**src/rtl/spi_slave_responder.sv**
```systemverilog
// spi_slave_responder: SPI mode-0 target that deserializes MOSI words into a
// one-entry RX holding register and serializes TX words onto MISO. All SPI
// pins are oversampled and synchronized into the clk_i domain.
// Optional build macro SPI_SLAVE_LSB_FIRST_EN: both shifters run LSB first.
`timescale 1ns/1ps

module spi_slave_responder #(
  parameter int                    DATA_WIDTH  = 8,
  parameter int                    SYNC_STAGES = 2,
  parameter logic [DATA_WIDTH-1:0] FILL_WORD   = '0
) (
  input  logic                  clk_i,
  input  logic                  rst_ni,
  input  logic                  ss_ni,
  input  logic                  sclk_i,
  input  logic                  sd_i,
  output logic                  sd_o,
  output logic                  sd_oe_o,
  input  logic [DATA_WIDTH-1:0] tx_data_i,
  input  logic                  tx_valid_i,
  output logic                  tx_ready_o,
  output logic [DATA_WIDTH-1:0] rx_data_o,
  output logic                  rx_valid_o,
  input  logic                  rx_ready_i,
  output logic                  busy_o,
  output logic                  rx_overrun_o,
  output logic                  tx_underrun_o
);

  localparam int CW = (DATA_WIDTH > 1) ? $clog2(DATA_WIDTH) : 1;
  localparam logic [CW-1:0] LAST_BIT = CW'(DATA_WIDTH - 1);

  localparam logic [0:0] ST_IDLE   = 1'b0;
  localparam logic [0:0] ST_ACTIVE = 1'b1;

  logic [SYNC_STAGES-1:0] r_ssSync, r_sclkSync, r_sdSync;
  logic                   r_ssDly, r_sclkDly;
  logic [0:0]             r_state;
  logic [CW-1:0]          r_bitCnt;
  logic                   r_wordDone;
  logic                   r_txFull;
  logic [DATA_WIDTH-1:0]  r_txHold;
  logic [DATA_WIDTH-2:0]  r_txRest;
  logic                   r_sdo, r_sdoe, r_txUnderrun;
  logic [DATA_WIDTH-2:0]  r_rxShift;
  logic [DATA_WIDTH-1:0]  r_rxData;
  logic                   r_rxValid, r_rxOverrun;

  logic                  w_ss, w_sclk, w_sd;
  logic                  w_ssFall, w_ssRise, w_sclkRise, w_sclkFall;
  logic                  w_txAccept, w_load, w_rxStep, w_wordEnd;
  logic [DATA_WIDTH-1:0] w_loadWord, w_rxWord;
  logic                  w_loadFirst, w_nextBit;
  logic [DATA_WIDTH-2:0] w_loadRest, w_restShifted;

  assign w_ss   = r_ssSync[SYNC_STAGES-1];
  assign w_sclk = r_sclkSync[SYNC_STAGES-1];
  assign w_sd   = r_sdSync[SYNC_STAGES-1];

  assign w_ssFall   = r_ssDly & ~w_ss;
  assign w_ssRise   = ~r_ssDly & w_ss;
  assign w_sclkRise = ~r_sclkDly & w_sclk;
  assign w_sclkFall = r_sclkDly & ~w_sclk;

  assign w_txAccept = tx_valid_i & ~r_txFull;
  assign w_loadWord = r_txFull ? r_txHold : FILL_WORD;

  // A load happens on selection and on the first falling sclk after a word
  // completes; an ss rise in the same cycle always wins over sclk activity.
  assign w_load = ((r_state == ST_IDLE) & w_ssFall) |
                  ((r_state == ST_ACTIVE) & ~w_ssRise & w_sclkFall & r_wordDone);

  assign w_rxStep  = (r_state == ST_ACTIVE) & ~w_ssRise & w_sclkRise;
  assign w_wordEnd = w_rxStep & (r_bitCnt == LAST_BIT);

`ifdef SPI_SLAVE_LSB_FIRST_EN
  assign w_loadFirst   = w_loadWord[0];
  assign w_loadRest    = w_loadWord[DATA_WIDTH-1:1];
  assign w_nextBit     = r_txRest[0];
  assign w_restShifted = r_txRest >> 1;
  assign w_rxWord      = {w_sd, r_rxShift};
`else
  assign w_loadFirst   = w_loadWord[DATA_WIDTH-1];
  assign w_loadRest    = w_loadWord[DATA_WIDTH-2:0];
  assign w_nextBit     = r_txRest[DATA_WIDTH-2];
  assign w_restShifted = r_txRest << 1;
  assign w_rxWord      = {r_rxShift, w_sd};
`endif

  // Synchronize the SPI pins and keep a delayed copy for edge detection.
  always_ff @(posedge clk_i or negedge rst_ni) begin
    if (!rst_ni) begin
      r_ssSync   <= '1;
      r_sclkSync <= '0;
      r_sdSync   <= '0;
      r_ssDly    <= 1'b1;
      r_sclkDly  <= 1'b0;
    end else begin
      r_ssSync   <= {r_ssSync[SYNC_STAGES-2:0], ss_ni};
      r_sclkSync <= {r_sclkSync[SYNC_STAGES-2:0], sclk_i};
      r_sdSync   <= {r_sdSync[SYNC_STAGES-2:0], sd_i};
      r_ssDly    <= w_ss;
      r_sclkDly  <= w_sclk;
    end
  end

  // One-entry TX holding register; a new accept overrides the clear on load.
  always_ff @(posedge clk_i or negedge rst_ni) begin
    if (!rst_ni) begin
      r_txFull <= 1'b0;
      r_txHold <= '0;
    end else if (w_txAccept) begin
      r_txFull <= 1'b1;
      r_txHold <= tx_data_i;
    end else if (w_load && r_txFull) begin
      r_txFull <= 1'b0;
    end
  end

  // Transfer FSM: bit counting, TX shifting and registered MISO drive.
  always_ff @(posedge clk_i or negedge rst_ni) begin
    if (!rst_ni) begin
      r_state      <= ST_IDLE;
      r_bitCnt     <= '0;
      r_wordDone   <= 1'b0;
      r_txRest     <= '0;
      r_sdo        <= 1'b0;
      r_sdoe       <= 1'b0;
      r_txUnderrun <= 1'b0;
    end else begin
      r_txUnderrun <= 1'b0;
      if (w_load) begin
        r_txRest     <= w_loadRest;
        r_sdo        <= w_loadFirst;
        r_txUnderrun <= ~r_txFull;
      end
      case (r_state)
        ST_IDLE: begin
          if (w_ssFall) begin
            r_state    <= ST_ACTIVE;
            r_bitCnt   <= '0;
            r_wordDone <= 1'b0;
            r_sdoe     <= 1'b1;
          end
        end
        ST_ACTIVE: begin
          if (w_ssRise) begin
            r_state    <= ST_IDLE;
            r_bitCnt   <= '0;
            r_wordDone <= 1'b0;
            r_sdoe     <= 1'b0;
            r_sdo      <= 1'b0;
          end else if (w_sclkRise) begin
            if (r_bitCnt == LAST_BIT) begin
              r_bitCnt   <= '0;
              r_wordDone <= 1'b1;
            end else begin
              r_bitCnt <= r_bitCnt + 1'b1;
            end
          end else if (w_sclkFall) begin
            if (r_wordDone) begin
              r_wordDone <= 1'b0;
            end else begin
              r_txRest <= w_restShifted;
              r_sdo    <= w_nextBit;
            end
          end
        end
        default: r_state <= ST_IDLE;
      endcase
    end
  end

  // RX shifting and the one-entry RX holding register with overrun detection.
  always_ff @(posedge clk_i or negedge rst_ni) begin
    if (!rst_ni) begin
      r_rxShift   <= '0;
      r_rxData    <= '0;
      r_rxValid   <= 1'b0;
      r_rxOverrun <= 1'b0;
    end else begin
      r_rxOverrun <= 1'b0;
      if (w_rxStep) begin
`ifdef SPI_SLAVE_LSB_FIRST_EN
        r_rxShift <= w_rxWord[DATA_WIDTH-1:1];
`else
        r_rxShift <= w_rxWord[DATA_WIDTH-2:0];
`endif
      end
      if (w_wordEnd && (!r_rxValid || rx_ready_i)) begin
        r_rxData  <= w_rxWord;
        r_rxValid <= 1'b1;
      end else begin
        if (w_wordEnd) begin
          r_rxOverrun <= 1'b1;
        end
        if (r_rxValid && rx_ready_i) begin
          r_rxValid <= 1'b0;
        end
      end
    end
  end

  assign sd_o          = r_sdo;
  assign sd_oe_o       = r_sdoe;
  assign tx_ready_o    = ~r_txFull;
  assign rx_data_o     = r_rxData;
  assign rx_valid_o    = r_rxValid;
  assign busy_o        = (r_state == ST_ACTIVE);
  assign rx_overrun_o  = r_rxOverrun;
  assign tx_underrun_o = r_txUnderrun;

endmodule

```
**config.mk**
```make
export PLATFORM = sky130hd
export DESIGN_NAME = spi_slave_responder
export DESIGN_NICKNAME = d
export VERILOG_FILES = /design/src/rtl/spi_slave_responder.sv
export SDC_FILE = /design/constraint.sdc
export NUM_CORES = 1
export LEC_CHECK = 0
export ABC_AREA = 1
export CAP_MARGIN = 20
export CORE_MARGIN = 1
export CORE_UTILIZATION = 50
export CTS_CLUSTER_SIZE = 25
export DETAILED_ROUTE_END_ITERATION = 10
export MAX_ROUTING_LAYER = met4
export PLACE_DENSITY = 0.83
export SLEW_MARGIN = 20
export SYNTH_ARGS = -nofsm -noshare
export SYNTH_HDL_FRONTEND = slang
export SYNTH_SLANG_ARGS = --single-unit
export TNS_END_PERCENT = 30
```
**constraint.sdc**
```tcl
create_clock -name clk_i -period 2.04 [get_ports clk_i]
set_input_delay 0.408 -clock clk_i [delete_from_list [all_inputs] [get_ports clk_i]]
set_output_delay 0.408 -clock clk_i [all_outputs]
set_load 0.01 [all_outputs]
```
==> qor.yml <==
wl_um: 3741
grt_max_degree: 29
seq_area_mm2: 0.001230
p_per_area_mw_per_mm2: 1068
rsz0062_at_grt: "false"
first_iter_violations: 100
crit_buf_inv: 1
overflow: 0
crit_fanout: 5
firstDrtPassIters: 4
timing.slew.headroom_pct: 66.42
critPathRequiredTime_ns: 1.63
numCtsBuffers: 5
clk_pin_slew_worst_paths_ns: 0.09
vias: 1483
cp.arrival_ns: 1.33
drc: 0
cp-start-kind: "register"
multi_input_area_um2: 718.2
cts_tree: "yes"
slew_violations: 0
diodes: 0
clk_latency_ns: 0.30
avgSynthCellArea_um2: 9.814
setup_tns_ns: 0
ys_types: 25
hpwlAfterDp_um: 2598
nNetsFinal: 270
critPathKind: "reg2out"
ys_ff_latch: 49
path_cells: "clkdlybuf4s50_1"
maxCapViolCount: 0
synth_nets: 236
worstHoldPathType: "in2async"
holdWs_ns: 0.06704
io_pins: 30
slowest_delay_ns: 0.57
ys_seq_area_share_pct: 57.76
cts_post_setup_buffers_inserted: 0
cts_root_buf: "clkbuf_8"
cp-end-kind: "output pin"
fmax_mhz: 573.8
cts_resized: 0
first_global_vias: 1445
tightest_slew_ns: 0.5038
synth_warnings: 0
fillers: 316
die_x_um: 67.26
ant_nets: 0
grtUsageTotal_pct: 19.75
cp_top_family: "buffers and inverters"
vias_per_cell: 4.911
hold_violations: 0
initial_core_util_pct: 52.48
area_delta_synth_final_pct: 21.50
wl_per_cell_um: 12.39
gp_congestion: 0.7870
drive_above_1_share_pct: 17.06
post-route-period-util_pct: 85.42
grt_first_pass_wirelength_um: 6285
io_buffer_count: 29
cts_buffer_depth: 2
outcome: "finished, final reports clean"
peakVddDrop_mv: 0.6085
hold_buffers: 0
rows: 23
setup_viol: 0
cts.htree.levels: 2
min_period_ns: 1.743
p_leak_uw: 0.001288
dieArea_mm2: 0.004524
synth_area_mm2: 0.002130
cts_sinks: 49
antenna_found_initial: 0
slowest_stage: "clkdlybuf4s50_1"
core_area_mm2: 0.004058
die_height_um: 67.26
fin_worst_skew_ns: 0.005938
netlist_instances: 217
[flip-flops by register name, indices dropped and copies added, names as in the netlist, 2 cells and up]
| signal | flops |
|---|---|
| r_bitCnt | 3 |
| r_rxShift | 7 |
| r_sclkSync | 2 |
| r_sdSync | 2 |
| r_ssSync | 2 |
| r_txHold | 8 |
| r_txRest | 7 |
| rx_data_o | 8 |
[cell usage in the layout (no fill, tap or decap), drive strengths merged]
| cell type | n |
|---|---|
| clkinv | 1 |
| nor2 | 7 |
| bufinv | 1 |
| nand3 | 10 |
| nand4 | 7 |
| dfstp | 3 |
| a21oi | 2 |
| clkdlybuf4s50 | 28 |
| nand3b | 1 |
| nand2 | 58 |
| a21boi | 1 |
| o21ai | 22 |
| dfrtp | 46 |
| or2 | 6 |
| clkbuf | 7 |
| buf | 4 |
| mux2 | 8 |
| inv | 36 |
| ha | 4 |
[cell families after synthesis]
logic type               share of synthesized area, %
AND/OR/NAND/NOR                                 19.74
AO/OA/AOI/OAI                                   7.403
flip-flops                                      57.76
adder cells (fa/ha/maj)                         2.350
buffers and inverters                           8.519
multiplexers                                    4.230
[routing by layer]
| metal | wire length [um] | track usage, % | vias up |
|---|---|---|---|
| li1 | - | - | 740 |
| met5 | 0 | - | - |
| met3 | 121 | 5.068 | 6 |
| met2 | 1856 | 30.75 | 34 |
| met4 | 67 | 7.181 | 0 |
| met1 | 1696 | 24.86 | 703 |
[synthesized netlist by cell type, drive strengths merged]
| master | count | share of area, % |
|---|---|---|
| nand2 | 58 | 11 |
| dfrtp | 46 | 54 |
| inv | 36 | 6.3 |
| o21ai | 22 | 6.6 |
| nand3 | 10 | 2.8 |
| mux2 | 8 | 4.2 |
| nand4 | 7 | 2.1 |
| nor2 | 7 | 1.6 |
| or2 | 6 | 1.8 |
| buf | 4 | 1.8 |
| ha | 4 | 2.4 |
| dfstp | 3 | 3.7 |
| a21oi | 2 | 0.47 |
| a21boi | 1 | 0.35 |
| clkbuf | 1 | 0.18 |
| clkinv | 1 | 0.23 |
| nand3b | 1 | 0.35 |
[path summary, 6_finish.rpt]
kind	from	endpoint	slack [ns]	cells after the start
hold / removal	rst_ni	sd_oe_o	0.07	1
min in group clk_i	r_sclkSync[0]	r_sclkSync[1]	0.36	0
setup reg to reg	r_ssDly	rx_data_o[3]	0.41	7
max in group asynchronous	rst_ni	r_ssSync[1]	1.39	2
hold reg to reg	r_sclkSync[0]	r_sclkSync[1]	0.36	0
setup / recovery	busy_o	busy_o	0.30	1
[final cells by class]
| type | instances | area share (%) |
|---|---|---|
| inverter | 37 | 5.416 |
| sequential | 49 | 47.53 |
| clock buffer | 7 | 3.337 |
| multi-input combinational | 126 | 27.76 |
| tap | 50 | 2.418 |
| clock inverter | 1 | 1.161 |
| timing repair buffer | 32 | 12.38 |
[where the power goes]
group,switching [uW],internal [uW]
sequential,140,1220
combinational,381,319
clock,305,400
total,826,1940
[per-stage QoR]
stage          power, uW  std cells  worst slack (ns)  area, um^2  util, %
5_1_grt             2938        302            0.2476        2587    63.77
3_3_place_gp        2023        294            0.3824        2471    60.90
6_report            2763        302            0.2973        2587    63.77
2_1_floorplan       1808        217            0.6343        2130        -
3_5_place_dp        2065        294            0.3331        2471    60.90
4_1_cts             2782        302            0.2889        2587    63.77
No activity file was read; power rests on OpenSTA's default activity.
